--- src/rtl/mul8su_seq_ctrl_pkg.sv ---
// mul8su_pkg: shared types and constants for the sequential 8x8
// signed-by-unsigned multiplier controller.
//   state_t    - controller FSM states (IDLE, MUL, DONE)
//   step_t     - 2-bit step index; LAST_STEP marks the final step
//   ACC_W      - accumulator / result width
//   CORE_PP_W  - width of the 5x4 core's signed partial product
//   step_shift - left shift applied to each step's partial product
package mul8su_pkg;

  typedef enum logic [1:0] {
    IDLE = 2'd0,
    MUL  = 2'd1,
    DONE = 2'd2
  } state_t;

  typedef logic [1:0] step_t;

  localparam step_t LAST_STEP = 2'd3;
  localparam int    ACC_W     = 16;
  localparam int    CORE_PP_W = 9;

  localparam logic [3:0] SHIFT_STEP0 = 4'd0;
  localparam logic [3:0] SHIFT_STEP1 = 4'd4;
  localparam logic [3:0] SHIFT_STEP2 = 4'd4;
  localparam logic [3:0] SHIFT_STEP3 = 4'd8;

  // Nibble weights: lo*lo -> 0, lo*hi and hi*lo -> 4, hi*hi -> 8.
  function automatic logic [3:0] step_shift(step_t step);
    logic [3:0] sh;
    case (step)
      2'd0:    sh = SHIFT_STEP0;
      2'd1:    sh = SHIFT_STEP1;
      2'd2:    sh = SHIFT_STEP2;
      default: sh = SHIFT_STEP3;
    endcase
    return sh;
  endfunction

endpackage

--- src/rtl/mul8su_seq_ctrl_if.sv ---
// mul8su_seq_ctrl_if: operand and result handshakes of the multiplier.
//   in_valid/in_ready/s/u      - operand channel (s signed, u unsigned)
//   out_valid/out_ready/out    - result channel (16-bit signed product)
//   busy                       - operation in progress or result pending
// master: producer/consumer side; slave: the multiplier controller.
interface mul8su_seq_ctrl_if;
  import mul8su_pkg::*;

  logic             in_valid;
  logic             in_ready;
  logic [7:0]       s;
  logic [7:0]       u;
  logic             out_valid;
  logic             out_ready;
  logic [ACC_W-1:0] out;
  logic             busy;

  modport master (
    output in_valid, s, u, out_ready,
    input  in_ready, out_valid, out, busy
  );

  modport slave (
    input  in_valid, s, u, out_ready,
    output in_ready, out_valid, out, busy
  );

endinterface

--- src/rtl/mul8su_seq_ctrl_core.sv ---
// mul4_su_core: combinational 5-bit signed x 4-bit unsigned multiplier.
//   s5 - signed multiplicand slice (low nibble zero-extended or
//        high nibble sign-extended by the caller)
//   u4 - unsigned multiplier nibble
//   pp - 9-bit signed product, range [-240, 225]
module mul4_su_core
  import mul8su_pkg::*;
(
  input  logic signed [4:0]           s5,
  input  logic        [3:0]           u4,
  output logic signed [CORE_PP_W-1:0] pp
);

  logic signed [CORE_PP_W-1:0] s_ext;
  logic signed [CORE_PP_W-1:0] u_ext;

  // Both operands widened to the product width; the true product always
  // fits in 9 bits, so a modulo-2^9 multiply is exact.
  assign s_ext = {{(CORE_PP_W-5){s5[4]}}, s5};
  assign u_ext = {{(CORE_PP_W-4){1'b0}}, u4};
  assign pp    = s_ext * u_ext;

endmodule

--- src/rtl/mul8su_seq_ctrl.sv ---
// mul8su_seq_ctrl: sequential 8x8 signed-by-unsigned multiplier. One
// 5x4 core is time-shared over four steps; shifted partial products are
// summed into a 16-bit two's-complement accumulator.
//   clk, rst   - clock and synchronous active-high reset
//   bus        - operand/result handshakes (see mul8su_seq_ctrl_if)
//   EARLY_ZERO - when 1, a zero operand finishes after one step with 0
//
// state | meaning
// IDLE  | ready for an operand pair (in_ready = 1)
// MUL   | one partial product accumulated per cycle, steps 0..3
// DONE  | result presented (out_valid = 1) until out_ready
module mul8su_seq_ctrl
  import mul8su_pkg::*;
#(
  parameter bit EARLY_ZERO = 1'b1
) (
  input logic               clk,
  input logic               rst,
  mul8su_seq_ctrl_if.slave  bus
);

  state_t           state_q, state_d;
  step_t            step_q, step_d;
  logic [7:0]       s_q, s_d;
  logic [7:0]       u_q, u_d;
  logic             zero_q, zero_d;
  logic [ACC_W-1:0] acc_q, acc_d;

  logic signed [4:0]           core_s5;
  logic        [3:0]           core_u4;
  logic signed [CORE_PP_W-1:0] core_pp;
  logic        [ACC_W-1:0]     pp_ext;
  logic        [ACC_W-1:0]     pp_shifted;

  // step[1] selects the signed high nibble of s, step[0] the high nibble of u.
  assign core_s5 = step_q[1] ? {s_q[7], s_q[7:4]} : {1'b0, s_q[3:0]};
  assign core_u4 = step_q[0] ? u_q[7:4] : u_q[3:0];

  mul4_su_core u_core (
    .s5 (core_s5),
    .u4 (core_u4),
    .pp (core_pp)
  );

  assign pp_ext     = {{(ACC_W-CORE_PP_W){core_pp[CORE_PP_W-1]}}, core_pp};
  assign pp_shifted = pp_ext << step_shift(step_q);

  always_comb begin
    state_d = state_q;
    step_d  = step_q;
    s_d     = s_q;
    u_d     = u_q;
    zero_d  = zero_q;
    acc_d   = acc_q;
    case (state_q)
      IDLE: begin
        if (bus.in_valid) begin
          s_d     = bus.s;
          u_d     = bus.u;
          zero_d  = (bus.s == 8'd0) || (bus.u == 8'd0);
          acc_d   = '0;
          step_d  = '0;
          state_d = MUL;
        end
      end
      MUL: begin
        // The zero flag is captured at accept so the short path costs one
        // MUL cycle, matching the one-step latency of a zero operand.
        if (EARLY_ZERO && zero_q) begin
          acc_d   = '0;
          state_d = DONE;
        end else begin
          acc_d  = acc_q + pp_shifted;
          step_d = step_q + 2'd1;
          if (step_q == LAST_STEP) begin
            state_d = DONE;
          end
        end
      end
      DONE: begin
        if (bus.out_ready) begin
          state_d = IDLE;
        end
      end
      default: state_d = IDLE;
    endcase
  end

  always_ff @(posedge clk) begin
    if (rst) begin
      state_q <= IDLE;
      step_q  <= '0;
      s_q     <= '0;
      u_q     <= '0;
      zero_q  <= 1'b0;
      acc_q   <= '0;
    end else begin
      state_q <= state_d;
      step_q  <= step_d;
      s_q     <= s_d;
      u_q     <= u_d;
      zero_q  <= zero_d;
      acc_q   <= acc_d;
    end
  end

  assign bus.in_ready  = (state_q == IDLE);
  assign bus.out_valid = (state_q == DONE);
  assign bus.busy      = (state_q != IDLE);
  assign bus.out       = acc_q;

endmodule
--- src/flat_wrapper.sv ---
// flat-port wrapper written by rule: the top's interface ports become plain ports
module mul8su_seq_ctrl_flat import mul8su_pkg::*;
#(
  parameter bit EARLY_ZERO = 1'b1
)
  (clk, rst, bus_in_valid, bus_s, bus_u, bus_out_ready, bus_in_ready, bus_out_valid, bus_out, bus_busy);
  mul8su_seq_ctrl_if bus_i ();
  input logic clk;
  input logic rst;
  input wire logic [$bits(bus_i.in_valid)-1:0] bus_in_valid;
  input wire logic [$bits(bus_i.s)-1:0] bus_s;
  input wire logic [$bits(bus_i.u)-1:0] bus_u;
  input wire logic [$bits(bus_i.out_ready)-1:0] bus_out_ready;
  output wire logic [$bits(bus_i.in_ready)-1:0] bus_in_ready;
  output wire logic [$bits(bus_i.out_valid)-1:0] bus_out_valid;
  output wire logic [$bits(bus_i.out)-1:0] bus_out;
  output wire logic [$bits(bus_i.busy)-1:0] bus_busy;
  assign bus_i.in_valid = bus_in_valid;
  assign bus_i.s = bus_s;
  assign bus_i.u = bus_u;
  assign bus_i.out_ready = bus_out_ready;
  assign bus_in_ready = bus_i.in_ready;
  assign bus_out_valid = bus_i.out_valid;
  assign bus_out = bus_i.out;
  assign bus_busy = bus_i.busy;
  mul8su_seq_ctrl #(.EARLY_ZERO(EARLY_ZERO)) u_core (.clk(clk), .rst(rst), .bus(bus_i));
endmodule
--- config.mk ---
export PLATFORM = sky130hd
export DESIGN_NAME = mul8su_seq_ctrl_flat
export DESIGN_NICKNAME = d
export VERILOG_FILES = /design/src/rtl/mul8su_seq_ctrl_pkg.sv /design/src/rtl/mul8su_seq_ctrl_if.sv /design/src/rtl/mul8su_seq_ctrl_core.sv /design/src/rtl/mul8su_seq_ctrl.sv /design/src/flat_wrapper.sv
export SDC_FILE = /design/constraint.sdc
export NUM_CORES = 1
export LEC_CHECK = 0
export CAP_MARGIN = 20
export CORE_MARGIN = 1.5
export CORE_UTILIZATION = 56
export DETAILED_ROUTE_END_ITERATION = 8
export GPL_ROUTABILITY_DRIVEN = 0
export GPL_TIMING_DRIVEN = 1
export PLACE_DENSITY_LB_ADDON = 0.12
export SYNTH_ARGS = -nofsm -noshare
export SYNTH_HDL_FRONTEND = slang
export SYNTH_SLANG_ARGS = --single-unit
export TNS_END_PERCENT = 50
--- constraint.sdc ---
create_clock -name clk -period 6.05 [get_ports clk]
set_input_delay 1.5125 -clock clk [delete_from_list [all_inputs] [get_ports clk]]
set_output_delay 1.5125 -clock clk [all_outputs]
set_load 0.02 [all_outputs]
==> results of run 1 <==
worst max-delay path, stage by stage (launching register included):
cell	delay, ps
dfxtp_2	480
mux2i_2	340
nor2_1	90
ha_1	280
inv_1	60
fa_1	490
fa_1	510
inv_1	40
ha_1	350
a21o_1	180
a21oi_1	160
xor2_1	270
nor2_1	70
a21oi_1	210
nor2_1	100
ha_1	380
a21o_1	190
a21oi_1	130
o31ai_1	130
o311ai_0	430
o21ai_0	210
xor2_1	200
a21oi_1	150
o22ai_1	80
kinds of logic after synthesis:
| kind of cell | synth area share |
|---|---|
| XOR/XNOR | 0.0646 |
| buffers and inverters | 0.0581 |
| flip-flops | 0.242 |
| adder cells (fa/ha/maj) | 0.203 |
| AND/OR/NAND/NOR | 0.182 |
| multiplexers | 0.0442 |
| AO/OA/AOI/OAI | 0.207 |
per-stage QoR:
stage / instance area [um^2] / hold WS (ps) / std cells
final: 3610 / 470 / 478
after global routing: 3610 / 497 / 478
after CTS: 3570 / 461 / 478
after detailed placement: 3460 / 449 / 470
after global placement: 3460 / 445 / 470
after floorplan: 3060 / 436 / 375
worst max-delay path by stage:
stage,startpoint,to,slack [ps],cells past startpoint
after floorplan,u_core.step_q[0]$_SDFFE_PP0P_,u_core.bus.out[15]$_SDFFE_PP0P_,720,26
final,u_core.step_q[1]$_SDFFE_PP0P_,u_core.bus.out[15]$_SDFFE_PP0P_,400,23
after global placement,u_core.step_q[0]$_SDFFE_PP0P_,u_core.bus.out[15]$_SDFFE_PP0P_,370,25
after detailed placement,u_core.step_q[1]$_SDFFE_PP0P_,u_core.bus.out[15]$_SDFFE_PP0P_,230,25
after global routing,u_core.step_q[1]$_SDFFE_PP0P_,u_core.bus.out[15]$_SDFFE_PP0P_,40,23
after CTS,u_core.step_q[1]$_SDFFE_PP0P_,u_core.bus.out[15]$_SDFFE_PP0P_,180,25
registers in the layout (all words and copies together) (netlist names):
| name | count |
|---|---|
| u_core.bus.out | 16 |
| u_core.s_q | 8 |
| u_core.state_q | 2 |
| u_core.step_q | 2 |
| u_core.u_q | 8 |
| u_core.zero_q | 1 |
report_power, final:
group	total [uW]	internal (uW)	switching (uW)
registers	266	254	11.5
clock network	221	123	97.0
logic	131	56.2	74.3
cell usage in the layout (no fill, tap or decap), types with 10 or more instances in the layout:
cell type,synthesis,final
nand2_1,44,44
clkdlybuf4s50_1,0,38
fa_1,11,11
a22oi_1,10,10
dfxtp_1,37,35
o21ai_0,11,11
inv_1,23,23
xnor2_1,13,13
ha_1,32,32
a21oi_1,41,40
nor2_1,49,48
layer usage:
layer	global-route usage	routed length [um]	vias up
met5	0	0	-
met3	0.0286	274	4
met4	0.0519	42	0
met1	0.340	3330	1299
li1	-	-	1364
met2	0.378	3070	73
area by class of cell:
| type | instances | area, um^2 | share of cell area |
|---|---|---|---|
| timing repair buffer | 41 | 403 | 0.112 |
| tap | 70 | 87.6 | 0.0243 |
| sequential | 37 | 743 | 0.206 |
| clock inverter | 3 | 46.3 | 0.0128 |
| inverter | 23 | 86.3 | 0.0239 |
| multi-input combinational | 299 | 2170 | 0.602 |
| clock buffer | 5 | 68.8 | 0.0191 |
==> flow_summary.json, run 1 <==
{
  "dp_worst_setup_slack_ps": 231,
  "firstDrtPassIters": 5,
  "synth.distinct_cells": 46,
  "final_layout_size_suffix_gt1_frac": 0.0711,
  "min_path_cells": 2,
  "grt_antenna_before_repair": 0,
  "drv_cap": 0,
  "status": "finished, final reports clean",
  "syn_nets": 438,
  "hold_path_class": "flop to flop",
  "layout_min_cycle_time_ps": 5650,
  "numCtsBuffers": 5,
  "rsz0062_at_grt": "no",
  "postSynthAreaPerCell_um2": 8.16,
  "io_pins": 39,
  "core-area_um2": 5170,
  "die_w_um": 76.9,
  "reg2reg_setup_slack_ps": 400,
  "dp_hpwl_um": 5070,
  "die_area_um2": 5920,
  "grt_max_degree": 33,
  "min_from": "u_core.s_q[3]$_SDFFE_PP0P_",
  "track_usage": 0.236,
  "yosys-top-cells-area": "dfxtp_1 24%, ha_1 13%, fa_1 7.2%",
  "grt_pass1_wl_um": 11500,
  "fin_skew_ps": 3.48,
  "cts_root_buffer": "clkbuf_8",
  "hold_end": "u_core.s_q[3]$_SDFFE_PP0P_",
  "finalCritPeriodShare": 0.933,
  "crit_required_ps": 6230,
  "holdBufCountCts": 0,
  "fin_util": 0.697,
  "reg2reg_to": "u_core.bus.out[15]$_SDFFE_PP0P_",
  "antennaDiodeCount": 0,
  "vias": 2740,
  "wl_per_cell_um": 14.1,
  "finalHoldViolations": 0,
  "yosysWarnings": 0,
  "synth_most_common_cell": "nor2_1",
  "drt.antenna.violating_nets": 0,
  "post_cts_resized": 0,
  "start_util": 0.592,
  "rows": 26,
  "io_buffer_count": 38,
  "max_freq_mhz": 177,
  "p_total_uw": 617,
  "worst_slew_pin_slew_ps": 918,
  "grt_pass1_vias": 2493,
  "fin_setup_tns_ps": 0,
  "synth_top_area_share": 0.242,
  "synth.ff_latch_count": 37,
  "yosysTopAreaCell": "dfxtp_1",
  "syn2layout_area_growth_pct": 17.9,
  "cts_sinks": 37,
  "rr_startpoint": "u_core.step_q[1]$_SDFFE_PP0P_",
  "viasPerCell": 5.73,
  "finalSetupViolCount": 0,
  "clk_latency_ps": 290,
  "nets": 470,
  "power.leakage_uw": 0.00157,
  "final_max_slew_viol_count": 0,
  "drc_errors": 0,
  "synthCells": 375,
  "post_cts.repair.setup_buffers": 0,
  "yosysSeqAreaShare": 0.242,
  "htreeDepth": 2,
  "endpoint_kind": "flop",
  "cts_tree": "yes",
  "dieHeight_um": 76.9,
  "setup_ws_ps": 404,
  "cts.clk_slew.worst_paths_ps": 80,
  "async_reset_ff_frac": 0,
  "cp_max_fo": 9,
  "critPathKind": "flop to flop",
  "synth_common_cells": "49 x nor2_1, 44 x nand2_1, 41 x a21oi_1, 37 x dfxtp_1, 32 x ha_1",
  "wirelength_um": 6720,
  "vdd_drop_max_mv": 0.132,
  "synth_ff_type": "dfxtp_1",
  "synth_edf_count": 0,
  "synthesis.area_um2": 3060,
  "maxSlewHeadroom": 0.387,
  "drtIter0Drc": 165,
  "arrival_ps": 5820,
  "power_density_nw_per_um2": 171,
  "clockBufferDepth": 2,
  "overflow": 0,
  "crit_path_start_kind": "flop",
  "fillers": 400,
  "r2r_cells": 23
}
Power figures use the tool's default switching activity.
==> run 2, diff against run 1 <==
- CAP_MARGIN: 20 -> 5
==> results of run 2 <==
No change in the layout: final DEF, timing and power equal those of run 1.
==> run 3, diff against run 2 <==
- SETUP_SLACK_MARGIN: default -> 0.2
==> flow_summary.json, run 3 (synthesized netlist as in run 1, its figures left out) <==
{
  "status": "finished, final reports clean",
  "drt.antenna.violating_nets": 0,
  "largest_reg_flops": 16,
  "power.leakage_uw": 0.00160,
  "fin_cells": 483,
  "finalSetupViolCount": 0,
  "die_area_um2": 5920,
  "holdBufCountCts": 0,
  "critPathBufInv": 2,
  "start_util": 0.592,
  "drv_cap": 0,
  "antennaDiodeCount": 0,
  "endpoint_kind": "flop",
  "max_freq_mhz": 181,
  "grt_antenna_before_repair": 0,
  "die_w_um": 76.9,
  "final_common_cell": "nor2_1",
  "fin_setup_tns_ps": 0,
  "cts_root_buffer": "clkbuf_8",
  "syn2layout_area_growth_pct": 20.4,
  "wirelength_um": 6750,
  "cts.clk_slew.worst_paths_ps": 80,
  "io_buffer_count": 38,
  "rows": 26,
  "crit_top_cell": "a21oi_1",
  "drtIter0Drc": 124,
  "vdd_drop_max_mv": 0.160,
  "finalInstanceArea_um2": 3690,
  "r2r_cells": 25,
  "htreeDepth": 2,
  "clockBufferDepth": 2,
  "rsz0062_at_grt": "no",
  "firstDrtPassIters": 4,
  "dieHeight_um": 76.9,
  "cts_tree": "yes",
  "cp_max_fo": 7,
  "crit_slowest_cell": "fa_1",
  "grt_max_degree": 33,
  "maxSlewHeadroom": 0.388,
  "cts_sinks": 37,
  "arrival_ps": 5700,
  "viasPerCell": 5.71,
  "rr_startpoint": "u_core.step_q[0]$_SDFFE_PP0P_",
  "overflow": 0,
  "dp_hpwl_um": 5070,
  "p_total_uw": 623,
  "cp.depth": 25,
  "grt_pass1_vias": 2498,
  "grt_pass1_wl_um": 11500,
  "min_path_cells": 2,
  "finalCritPeriodShare": 0.913,
  "clk_latency_ps": 290,
  "place_area_um2": 3460,
  "numCtsBuffers": 5,
  "crit_required_ps": 6230,
  "wl_per_cell_um": 14.0,
  "nets": 475,
  "final_max_slew_viol_count": 0,
  "finalHoldViolations": 0,
  "critical_path.top_delay_family": "adder cells",
  "critPathKind": "flop to flop",
  "core-area_um2": 5170,
  "mostFrequentLayoutCells": "48 x nor2_1, 44 x nand2_1, 40 x a21oi_1",
  "worstSetupStartpoint": "u_core.step_q[0]$_SDFFE_PP0P_",
  "vias": 2759,
  "worst_slew_pin_slew_ps": 916,
  "final_layout_size_suffix_gt1_frac": 0.0896,
  "io_pins": 39,
  "track_usage": 0.237,
  "drc_errors": 0,
  "power_density_nw_per_um2": 169,
  "crit_path_start_kind": "flop",
  "layout_min_cycle_time_ps": 5520,
  "max_stage_delay_ps": 510,
  "fin_skew_ps": 6.98,
  "placedCellCount": 470,
  "hold_path_class": "flop to flop",
  "min_from": "u_core.bus.out[15]$_SDFFE_PP0P_"
}
-- run 3: cell count changes in the layout (fill, tap and decap cells not counted), sizes merged --
cell	delta
buf	+5
-- run 3: power by group --
group,internal (uW),leakage (uW),total (uW),switching (uW)
logic,61.4,0.00125,137,75.4
registers,254,0.000303,267,12.8
clock network,123,0.0000543,220,96.2
total,439,0.00160,623,184
-- run 3: area by class of cell --
| cell class | count | area [um^2] |
|---|---|---|
| Multi-Input combinational cell | 299 | 2210 |
| Fill cell | 383 | 1490 |
| Sequential cell | 37 | 748 |
| Timing Repair Buffer | 46 | 440 |
| Tap cell | 70 | 87.6 |
| Inverter | 23 | 86.3 |
| Clock buffer | 5 | 68.8 |
| Clock inverter | 3 | 46.3 |
-- run 3: stage by stage --
step	hold WS [ps]	utilization	setup WS, ps
after global placement	445	0.669	373
after CTS	461	0.692	211
after detailed placement	449	0.669	231
after floorplan	436	-	718
final	472	0.713	529
after global routing	498	0.713	211
-- run 3: worst paths after layout --
path	slack, ps	end
hold / removal	470	u_core.bus.out[15]$_SDFFE_PP0P_
setup / recovery	530	u_core.bus.out[15]$_SDFFE_PP0P_
hold reg to reg	470	u_core.bus.out[15]$_SDFFE_PP0P_
setup reg to reg	530	u_core.bus.out[15]$_SDFFE_PP0P_
-- run 3: repair_timing --
item	in CTS	in global routing
buffers inserted	0	5
gates resized for setup	2	16
setup endpoints to repair	1	6
pin swaps	0	1
-- run 3: worst min-delay path: stages, from the launching register on --
cell and delay (ps):
dfxtp_1 310, inv_1 60, o22ai_1 60
-- run 3: metal layers --
layer	global-route usage	up-vias	wire, um
met5	0	-	0
met4	0.0519	0	64
met3	0.0286	6	287
met2	0.378	61	3090
met1	0.342	1314	3300
li1	-	1378	-
==> patch 1 (settings of run 3) <==
Make the reset (`rst`) asynchronous in one clocked block. Comments in the files are not updated.
--- a/src/rtl/mul8su_seq_ctrl.sv
+++ b/src/rtl/mul8su_seq_ctrl.sv
@@ -86,7 +86,7 @@
     endcase
   end
 
-  always_ff @(posedge clk) begin
+  always_ff @(posedge clk or posedge rst) begin
     if (rst) begin
       state_q <= IDLE;
       step_q  <= '0;
Formal check against the unedited RTL: differs if rst is asserted again (counterexample within 4 cycles, from zero or initial values and one cycle with rst high); with rst held inactive, the same outputs for 4 cycles.
==> patch 1 against run 3 <==
Final area up 3.0%; critical path type unchanged; sequential cell count unchanged; setup slack worse by 73 ps; non-clock buffer count down 2; synthesized area up 2.0%; die area up 2.0%; global-route usage up 0.75 points; routed wire length up 2.7%; clock skew down 0.67 ps.
Power is left out: the tool's default activity adds up to more than one toggle a clock period on the data nets, which glitch-free logic cannot reach.
==> patch 1: results (changes against run 3) <==
| Metric | Value |
|---|---|
| DRT Wirelength | `6930 um (+2.7%)` |
| Drt pass-1 iters | `4 (unchanged)` |
| Arrival @ worst endpoint | `5760 ps (+60 ps)` |
| Top post-synthesis cells by area | `dfrtp_1, ha_1, fa_1` |
| Initial DRC Count | `123 (-0.81%)` |
| Hold Path Origin | `u_core.s_q[6]` |
| Measured slew at the worst slew-check pin | `826 ps (-89.4 ps)` |
| Total GRT Usage | `24.4% (+0.75 points)` |
| Status | `finished clean` |
| Layout cells sized above 1 | `14.9% (+5.9 points)` |
| Worst r2r src | `u_core.step_q[0]` |
| Worst r2r dst | `u_core.bus.out[12]` |
| First-pass GRT wire length | `11600 um (+0.42%)` |
| R2r setup slk | `460 ps (-70 ps)` |
| Worst Hold Path EP | `u_core.s_q[6]` |
| Top cells by count, synth | `dfrtp_1, ha_1, nor2_1` |
| Final hold slack | `521 ps (+48.7 ps)` |
| ANT cells | `0 (unchanged)` |
| Primary FF master, synth | `dfrtp_1` |
| Hold-critical path depth | `1 (-1)` |
| Initial antenna violation count | `0 (unchanged)` |
| Cells after synthesis | `335 (-11%)` |
| Startpoint of the most critical setup path | `u_core.step_q[0]` |
| Largest net degree at the start of global routing | `38 (+15%)` |
| Fraction of registers with async set/reset | `100% (+100 points)` |
| DP Worst Slack | `26.4 ps (-205 ps)` |
| Via Count | `2536 (-8.1%)` |
| Tcrit/Tclk final | `92.5% (+1.2 points)` |
| Final HPWL DP | `5200 um (+2.7%)` |
| Vias per cell | `5.65 (-1.1%)` |
| Post-Place Cell Area | `3580 um2 (+3.4%)` |
| Layout Skew | `6.30 ps (-0.673 ps)` |
| Die width | `77.7 um (+0.97%)` |
| Vias in the first global route | `2430 (-2.7%)` |
| Sequential area share after synthesis | `29.6% (+5.4 points)` |
| Net count after synthesis | `398 (-9.1%)` |
| IO buf count | `38 (unchanged)` |
| Placed Cells | `439 (-6.6%)` |
| Clock Tree Buf Depth | `2 (unchanged)` |
## patch 1: cells by family (layout without fill, tap and decap cells)
family / after synthesis / after routing / share of synthesized area, %
XOR/XNOR: 18 / 18 / 5.49
adder cells (fa/ha/maj): 43 / 43 / 19.9
AO/OA/AOI/OAI: 84 / 84 / 17.1
flip-flops: 37 / 37 / 29.6
AND/OR/NAND/NOR: 94 / 94 / 14.6
multiplexers: 25 / 25 / 8.93
buffers and inverters: 34 / 76 / 4.33
## patch 1: metal layers
metal	vias up	global-route usage [%]	wire length (um)
li1	1268	-	-
met5	-	0	0
met4	0	4.36	48
met1	1207	35.1	3310
met3	5	4.82	288
met2	56	38.6	3280
## patch 1: final cells by class
type,instances,area (um2)
fill,452,1640
clock buffer,5,68.8
tap,72,90.1
clock inverter,3,46.3
sequential,37,928
timing repair buffer,44,425
multi-input combinational,264,2150
inverter,24,90.1
## patch 1: repair_timing
action | in CTS | in global routing
setup buffers | 0 | 2
gates resized for setup | 4 | 14
hold buffers | 0 | 0
setup endpoints to repair | 2 | 5
==> patch 2 (settings of run 3) <==
Made on the original files. Change the package constant `ACC_W` from 16 to 32.
--- a/src/rtl/mul8su_seq_ctrl_pkg.sv
+++ b/src/rtl/mul8su_seq_ctrl_pkg.sv
@@ -16,7 +16,7 @@
   typedef logic [1:0] step_t;
 
   localparam step_t LAST_STEP = 2'd3;
-  localparam int    ACC_W     = 16;
+  localparam int    ACC_W     = 32;
   localparam int    CORE_PP_W = 9;
 
   localparam logic [3:0] SHIFT_STEP0 = 4'd0;
Interface: changed (resized bus_out); port bits go from 39 to 55. No check against the original RTL was run, so the function may have changed too.
==> patch 2 against run 3 <==
The run now ends with setup timing left; count of clock-buffer cells in the layout stayed put; final area is 64% higher; routed wire length is 89% higher; clock power is 3% higher; sequential cell count is 16 higher; total power is 21% higher; utilization is 7.4 points higher; combinational power is 12% higher; synthesized area is 45% higher; via count is 62% higher; setup slack worse by 610 ps; critical path type unchanged; critical endpoint is now u_core.bus.out[23]; largest cell class unchanged; largest power group unchanged.
==> patch 2: results (changes against run 3) <==
| Metric | Value |
|---|---|
| First-pass GRT wire length | `18200 um (+58%)` |
| CP delay by family, top | `compound AO/OA/AOI/OAI gates` |
| Via Count | `4462 (+62%)` |
| Layout cells sized above 1 | `22.5% (+14 points)` |
| Largest register FFs | `32 (+16)` |
| Top cells by count, synth | `nand2_1, nor2_1, a21oi_1` |
| Netlist cell types | `58 (+26%)` |
| Final worst slack | `-85.4 ps (-614 ps)` |
| Fill cells | `530 (+38%)` |
| CTS clock-pin slew for the worst setup and hold paths | `110 ps (+30 ps)` |
| R2r setup slk | `-90 ps (-610 ps)` |
| Worst vdd rail ir drop | `0.118 mV (-26%)` |
| DR WL met2 | `6140 um (+99%)` |
| Status | `finished with violations` |
| Final HPWL DP | `8070 um (+59%)` |
| Measured slew at the worst slew-check pin | `838 ps (-77.8 ps)` |
| Setup TNS | `-183 ps (-183 ps)` |
| Worst-path fanout max | `6 (-1)` |
| M1 WL | `5520 um (+67%)` |
| Post_cts resized | `29 (+27)` |
| # setup viols final | `4 (+4)` |
| Met1 Use GR | `34.0% (-0.17 points)` |
| Vias in the first global route | `4097 (+64%)` |
| Drt pass-1 iters | `5 (+1)` |
| Arrival @ worst endpoint | `6360 ps (+660 ps)` |
| R2R depth | `27 (+8.0%)` |
| Part of the power in the clock network | `29.9% (-5.3 points)` |
| Failing checks | `setup timing` |
| Combinational cell power | `0.153 mW (+12%)` |
| Layout Skew | `7.93 ps (+0.952 ps)` |
| Largest net degree at the start of global routing | `42 (+27%)` |
-- patch 2: cell count changes in the layout (fill, tap and decap cells not counted), moves of 9 or more --
cell and delta:
buf_4 +29, nand2_1 +18, a21oi_2 +17, clkdlybuf4s50_1 +16, dfxtp_1 +16, a21o_1 +11, xor2_1 +11, a22oi_1 +9
ha_4 +9, o21ai_0 +9
-- patch 2: worst min path at each step --
| stage | endpoint | slack (ps) | cells past startpoint |
|---|---|---|---|
| 2_1_floorplan | u_core.s_q[3] | 440 | 2 |
| 3_3_place_gp | u_core.s_q[3] | 460 | 2 |
| 3_5_place_dp | u_core.u_q[4] | 460 | 2 |
| 4_1_cts | u_core.u_q[4] | 470 | 2 |
| 5_1_grt | u_core.u_q[4] | 510 | 2 |
| 6_report | u_core.u_q[4] | 470 | 2 |
-- patch 2: kinds of logic (layout without fill, tap and decap cells) --
kind of cell / Yosys count / after routing / share of synthesized area [%]
xor+xnor: 35 / 35 / 7.24
mux: 9 / 9 / 2.20
fa+ha+maj: 61 / 61 / 19.0
flops: 53 / 53 / 23.9
simple gates: 188 / 188 / 19.0
compound gates: 166 / 166 / 23.9
buf+inv: 53 / 142 / 4.76
-- patch 2: layout make-up --
| class | instances | area, um2 | share of cell area, % |
|---|---|---|---|
| repair buffers | 99 | 917 | 15.2 |
| well taps | 102 | 128 | 2.11 |
| clock buffers | 5 | 68.8 | 1.14 |
| clock inverters | 3 | 25.0 | 0.414 |
| flip-flops and latches | 53 | 1070 | 17.7 |
| inverters | 35 | 134 | 2.21 |
| multi-input cells | 459 | 3710 | 61.3 |
-- patch 2: per-stage QoR --
step	setup WS [ps]	std cells	cell area [um2]
2_1_floorplan	205	565	4550
3_3_place_gp	2.20	715	5230
3_5_place_dp	-193	715	5230
4_1_cts	150	743	5590
5_1_grt	-273	756	6050
6_report	-85.4	756	6050
